--- src/rtl/result_drain.sv ---
`default_nettype none
// ============================================================================
// Module     : result_drain
// Description: Snapshots an NxN result matrix on start and streams it out
//              row-major over valid/ready. Optional running checksum of the
//              accepted beats is enabled by defining RESULT_DRAIN_CHECKSUM_EN.
// Revision   : 1.0  initial release
// ============================================================================
module result_drain #(
  parameter int N  = 8,
  parameter int DW = 16
) (
  input  logic                   m_clk,
  input  logic                   rst,
  input  logic                   start,
  input  logic [N*N*DW-1:0]      c_flat,
  output logic [DW-1:0]          out_data,
  output logic                   out_valid,
  input  logic                   out_ready,
  output logic [$clog2(N)-1:0]   out_row,
  output logic [$clog2(N)-1:0]   out_col,
  output logic                   out_last,
  output logic                   busy,
`ifdef RESULT_DRAIN_CHECKSUM_EN
  output logic [DW-1:0]          out_checksum,
`endif
  output logic                   done
);

  localparam int c_LN = $clog2(N);
  localparam int c_IW = 2 * c_LN;
  localparam int c_NN = N * N;
  localparam logic [c_IW-1:0] c_LAST_IDX = c_IW'(c_NN - 1);

  typedef enum logic [1:0] {
    S_IDLE   = 2'd0,
    S_STREAM = 2'd1,
    S_DONE   = 2'd2
  } state_t;

  state_t            state_q;
  logic [DW-1:0]     snap_q [c_NN];
  logic [c_IW-1:0]   idx_q;
  logic [c_IW-1:0]   idx_d;
  logic [DW-1:0]     data_q;
  logic [c_LN-1:0]   row_q;
  logic [c_LN-1:0]   col_q;
  logic              valid_q;
  logic              last_q;
  logic              busy_q;
  logic              done_q;
  logic              w_beat;

  assign w_beat = valid_q & out_ready;
  assign idx_d  = idx_q + 1'b1;

  // N is a power of two, so row/col are just the upper/lower halves of the index.
  always_ff @(posedge m_clk or posedge rst) begin
    if (rst) begin
      state_q <= S_IDLE;
      for (int i = 0; i < c_NN; i++) snap_q[i] <= '0;
      idx_q   <= '0;
      data_q  <= '0;
      row_q   <= '0;
      col_q   <= '0;
      valid_q <= 1'b0;
      last_q  <= 1'b0;
      busy_q  <= 1'b0;
      done_q  <= 1'b0;
    end else begin
      case (state_q)
        S_IDLE: begin
          done_q <= 1'b0;
          if (start) begin
            for (int i = 0; i < c_NN; i++) snap_q[i] <= c_flat[DW*i +: DW];
            idx_q   <= '0;
            data_q  <= c_flat[DW-1:0];
            row_q   <= '0;
            col_q   <= '0;
            last_q  <= 1'b0;
            valid_q <= 1'b1;
            busy_q  <= 1'b1;
            state_q <= S_STREAM;
          end
        end
        S_STREAM: begin
          if (w_beat) begin
            if (idx_q == c_LAST_IDX) begin
              valid_q <= 1'b0;
              last_q  <= 1'b0;
              done_q  <= 1'b1;
              state_q <= S_DONE;
            end else begin
              idx_q  <= idx_d;
              data_q <= snap_q[idx_d];
              row_q  <= idx_d[c_IW-1:c_LN];
              col_q  <= idx_d[c_LN-1:0];
              last_q <= (idx_d == c_LAST_IDX);
            end
          end
        end
        S_DONE: begin
          done_q  <= 1'b0;
          busy_q  <= 1'b0;
          state_q <= S_IDLE;
        end
        default: begin
          valid_q <= 1'b0;
          done_q  <= 1'b0;
          busy_q  <= 1'b0;
          state_q <= S_IDLE;
        end
      endcase
    end
  end

  assign out_data  = data_q;
  assign out_valid = valid_q;
  assign out_row   = row_q;
  assign out_col   = col_q;
  assign out_last  = last_q;
  assign busy      = busy_q;
  assign done      = done_q;

`ifdef RESULT_DRAIN_CHECKSUM_EN
  logic [DW-1:0] sum_q;

  // Wraps mod 2^DW; holds its final value through DONE until the next capture.
  always_ff @(posedge m_clk or posedge rst) begin
    if (rst) begin
      sum_q <= '0;
    end else if (state_q == S_IDLE && start) begin
      sum_q <= '0;
    end else if (state_q == S_STREAM && w_beat) begin
      sum_q <= sum_q + data_q;
    end
  end

  assign out_checksum = sum_q;
`else
  // Default build: no checksum register or adder.
`endif

endmodule
`default_nettype wire

--- config.mk ---
export PLATFORM = sky130hd
export DESIGN_NAME = result_drain
export DESIGN_NICKNAME = d
export VERILOG_FILES = /design/src/rtl/result_drain.sv
export SDC_FILE = /design/constraint.sdc
export NUM_CORES = 2
export LEC_CHECK = 0
export CAP_MARGIN = 20
export CORE_AREA = 10 10 396 398
export DETAILED_ROUTE_END_ITERATION = 10
export DIE_AREA = 0 0 406 408
export PLACE_DENSITY_LB_ADDON = 0.2
export SKIP_LAST_GASP = 1
export SLEW_MARGIN = 10
export SYNTH_ARGS = -nofsm -noshare
export SYNTH_HDL_FRONTEND = slang
export SYNTH_SLANG_ARGS = --single-unit
--- constraint.sdc ---
create_clock -name m_clk -period 56.9 [get_ports m_clk]
set_input_delay 8.535 -clock m_clk [delete_from_list [all_inputs] [get_ports m_clk]]
set_output_delay 8.535 -clock m_clk [all_outputs]
set_load 0.1 [all_outputs]
Word-level counts from Yosys, hierarchy flattened
Index checks and enable logic that the tools add are counted.
{"block": "classes", "n_addsub": 1, "order_cmp": 1, "eq_ne": 8, "mux": 34, "n_bitwise": 4, "reduce_logical": 9}
{"cell": "binary-select mux 16 bit (select 6 bit)", "n": 1}
{"cell": "2-to-1 mux 16 bit", "n": 5}
{"cell": "one-hot mux 16 bit (2 select lines)", "n": 1}
{"cell": "2-to-1 mux 6 bit", "n": 3}
{"cell": "2-to-1 mux 3 bit", "n": 5}
{"cell": "== test 6 bit, second input constant", "n": 2}
{"cell": "one-hot mux 3 bit (2 select lines)", "n": 2}
{"cell": "one-hot mux 6 bit (2 select lines)", "n": 1}
{"cell": "2-to-1 mux 1 bit", "n": 9}
{"cell": "inequality test 2 bit, second input constant", "n": 4}
{"cell": "AND reduction 4 bit", "n": 2}
{"cell": "greater-or-equal comparator 7 bit, second input constant", "n": 1}
{"cell": "inverter 6 -> 7 bit", "n": 1}
{"cell": "adder 6 x 1 -> 6 bit, second input constant", "n": 1}
{"cell": "2-to-1 mux 2 bit", "n": 3}
{"cell": "AND reduction 2 bit", "n": 3}
{"cell": "AND reduction 3 bit", "n": 2}
{"cell": "one-hot mux 1 bit (2 select lines)", "n": 2}
{"cell": "one-hot mux 2 bit (2 select lines)", "n": 1}
{"cell": "one-hot mux 1 bit (3 select lines)", "n": 1}
{"cell": "== test 2 x 1 -> 1 bit, second input constant", "n": 1}
{"cell": "== test 2 bit, second input constant", "n": 1}
{"cell": "zero test 2 bit", "n": 1}
{"cell": "inverter 1 bit", "n": 2}
{"cell": "other kinds (2)", "n": 2}
{"block": "totals", "reg_bits": 1058, "input_bits": 1028, "output_inout_bits": 26, "wordCells": 130}

Depth between registers and ports, before layout
{"block": "logic_depth", "ltp_word": 8, "mapped_depth": 16, "depth_no_buf": 8}

Worst setup path after synthesis
No wires, ideal clock.
{"block": "synth_path", "kind": "in2reg", "start": "input port out_ready", "end": "register snap_q[484] (netlist name)", "setup_ns": 0.065, "arrival_ns": 9.936, "required_time_ns": 56.835, "path_slack_ns": 46.899, "path_stages": 8, "n_path_buf": 3, "path_cell_list": "nand3_1 > a21o_1 > nor2_1 > buf_2 > clkbuf_1 > clkbuf_1 > nand2_1 > nand2_1"}
{"item": "start, declared", "line_no": "19", "rtl": "input logic out_ready,"}
{"item": "end, declared", "line_no": "42", "rtl": "logic [DW-1:0] snap_q [c_NN];"}

Worst setup path in the final report
{"block": "layout_path", "start": "input port start", "end": "register snap_q[821] (netlist name)"}
{"block": "layout_via", "elab_chain_cells": 1}
{"item": "start, declared", "line_no": "15", "rtl": "input logic start,"}
{"item": "AND reduction 2 bit (no source line)"}
Every way passes these cells.
A chain may end at the register's enable or synchronous reset.

==> impl_results.md <==
* CTS Hold Bufs at 0
* First-pass GRT wire length at 301000 um
* FF/Latch Area at between 20000 and 30000 um2
* Number of global-route vias before repair at 41459
* H-tree depth at 3
* Final worst-path cycle share at 0.229
* Ratio of cells with drive above 1 in the final layout at 0.0927
* Final hold vios at 0
* CTS tree: yes
* Root Driver: clkbuf_16
* Startpoint Class: primary input
* Residual DRC count at 0
* Clock slew at reported path FFs at around 0.06 ns
* Slew margin rel. at 0.182
* Largest net degree at the start of global routing at 222
* Routed via count at 40107
* Tightest Pin Transition at 1.22 ns
* Dpl hpwl at 161000 um
* Row count at 142
* Leak at 31.2 nW
* Reg2Reg Setup Slack at 50.41 ns
* Critical Path End Type: register
* Syn nets at 6158
* Initial Utilization at 0.321
* Synth Area per Inst at 9.33 um2
* Yosys top cell area share at 0.550
* # IOs at 1054
* Yosys top cell by area: dfrtp_1
* Critical-path maximum fanout at 93
* Initial DRC count at roughly 3500
* Maximum buffer depth of the clock tree at 3
* Kind of critical path: in -> reg
* IO buf count at 1053
* Max_cap viols at 0
* Synthesis-to-layout area growth at 34.3%
* Setup_tns at 0 ns
* Max stage delay cell, worst path: buf_4
* Yosys cell types at 68
* EDFF count, synth at 0
* Post-CTS setup buffer count at 0
* Critical path required time at 57.57 ns
* Final setup violation count at 0
* Clock latency on the worst-skew pair at 0.75 ns
* Fin nets at slightly above 7000
* Reg2reg start: idx_q[0]$_DFFE_PP0P_
* Post-synthesis instance area at approximately 48000 um2
* Dominant synthesized flop cell: dfrtp_1
* Routability Congestion at 0.868
* Post-CTS sizing at 0
* R2R cell count at 12
* Cells after DPL at between 7000 and 8000
* Worst clock skew at 0.0234 ns
* Seq/Total Area, Yosys at 0.550
* Design Power at 2.38 mW
* CP most frequent cell: buf_4
* Mapped Cells at between 5000 and 6000
* Routed wire per std cell at 26.1 um
* RSZ-0062 raised after global routing: no
* Footprint of the multi-input gates at ~20000 um2
* Period minus WS final at 13.01 ns
* Cell depth of the worst hold path at 2
* Finished Core Util at 0.432
* Slew Viols, Final at 0
* Ys async rst share at 1.00
* Commonest non-fill, non-tap cell in the layout: nand2_1
* Routed WL at ~210000 um
* Max VDD drop at 27.6 uV
* Antenna viol nets, final at 0
* Die footprint at 166000 um2
* Commonest cells after routing, fill and taps aside: nand2_1 (3198), dfrtp_1 (1051), clkdlybuf4s50_1 (1037)
* Highest clock rate at 76.8 MHz
* Pre-antenna DRT Iters at 6
* PwrDens at around 37 nW/um2
* HP Class: reg -> reg
* Aggregate global routing overflow at 0
* HP Start: snap_q[680]$_DFFE_PP0P_
* Initial antenna violation count at 98
* Status: completed
* Vias per cell at around 5
* Chip height at slightly above 400 um
* Reg2reg end: out_data[11]$_DFFE_PP0P_
* Yosys warnings at 0
* CP peak stage delay at 0.85 ns
* CTS Buf Count at 118
* Hold endpoint: snap_q[680]$_DFFE_PP0P_
* CP cell instances: clkdlybuf4s50_1 -> nand2b_1 -> a21oi_1 -> nand2_4 -> buf_4 -> buf_4 -> buf_16 -> buf_4 -> buf_4 -> nand2_1 -> nand2_1
* Die extent in x at 406 um
* #FFs+latches synth at 1052
* Non-Filler Instances at 8137
* Clock Sinks at 1052
* Core Region at 149000 um2
* Critical Path AT at 13.68 ns
* Top cells by area in the synthesized netlist: dfrtp_1 (55%), nand2_1 (25%), mux4_2 (12%)
* Total global-route track usage at 0.249
* Fillcell total at 14665
[metrics by stage]
stage,setup WS [ns],hold WS [ns],area (um2)
final,43.89,0.468,64300
after global routing,43.46,0.486,64200
after CTS,43.72,0.471,64100
after detailed placement,42.92,0.457,59900
after global placement,42.92,0.452,59900
after floorplan,18.75,0.440,47900
[area by class of cell]
cell class / instances / area share
antenna: 53 / 0.00206
clock buffer: 168 / 0.0534
clock inverter: 49 / 0.0112
inverter: 4 / 0.000350
multi-input combinational: 3748 / 0.312
sequential: 1052 / 0.410
tap: 1944 / 0.0378
timing repair buffer: 1119 / 0.173
[worst max-delay path by stage]
stage          start                        to  depth (start not counted)
3_3_place_gp   start   snap_q[801]$_DFFE_PP0P_                         10
5_1_grt        start   snap_q[636]$_DFFE_PP0P_                         11
3_5_place_dp   start  snap_q[1023]$_DFFE_PP0P_                         10
2_1_floorplan    rst          busy$_DFFE_PP0P_                          1
6_report       start   snap_q[821]$_DFFE_PP0P_                         11
4_1_cts        start   snap_q[604]$_DFFE_PP0P_                         10
[cells by family after synthesis]
| logic type | count (synthesis) | share of synthesized area |
|---|---|---|
| AND/OR/NAND/NOR | 3300 | 0.263 |
| flip-flops | 1052 | 0.550 |
| buffers and inverters | 328 | 0.0321 |
| multiplexers | 293 | 0.130 |
| AO/OA/AOI/OAI | 146 | 0.0221 |
| XOR/XNOR | 7 | 0.00199 |
| adder cells (fa/ha/maj) | 2 | 0.000523 |
[synthesized netlist by cell type, drive strengths merged (3+ instances only)]
master,instances
nand3,50
o311ai,3
and2,6
a32oi,5
a311oi,3
a31oi,13
o21ai,21
nand2,3200
mux4,263
dfrtp,1052
o2111ai,5
inv,4
o22ai,9
o32ai,5
nor2,9
xor2,3
a21oi,13
xnor2,4
a31o,6
mux2,11
a221o,5
nor2b,3
and3,8
a211oi,4
buf,92
clkbuf,232
mux2i,19
a22oi,40
nand4,14
[worst max-delay path: cells and delay by family]
| family | cells | cell delay (ns) |
|---|---|---|
| buffers and inverters | 6 | 3.69 |
| AND/OR/NAND/NOR | 4 | 1.12 |
| AO/OA/AOI/OAI | 1 | 0.15 |
[power breakdown]
part,total [mW],internal [mW],switching [mW]
Clock,0.822,0.488,0.334
Combinational,0.739,0.288,0.451
Sequential,0.820,0.792,0.0278
[registers in the layout (all words and copies together) (netlist names)]
signal	count
state_q	2
busy	1
idx_q	6
done	1
out_last	1
snap_q	1024
out_valid	1
out_data	16
[metal layers]
layer,up-vias,GRT usage,wire [um]
met1,20004,0.313,85800
met5,-,0,371
met2,1329,0.415,104000
li1,18363,-,-
met4,62,0.0896,7560
met3,349,0.0622,15100
(Power assumes the default switching activity.)
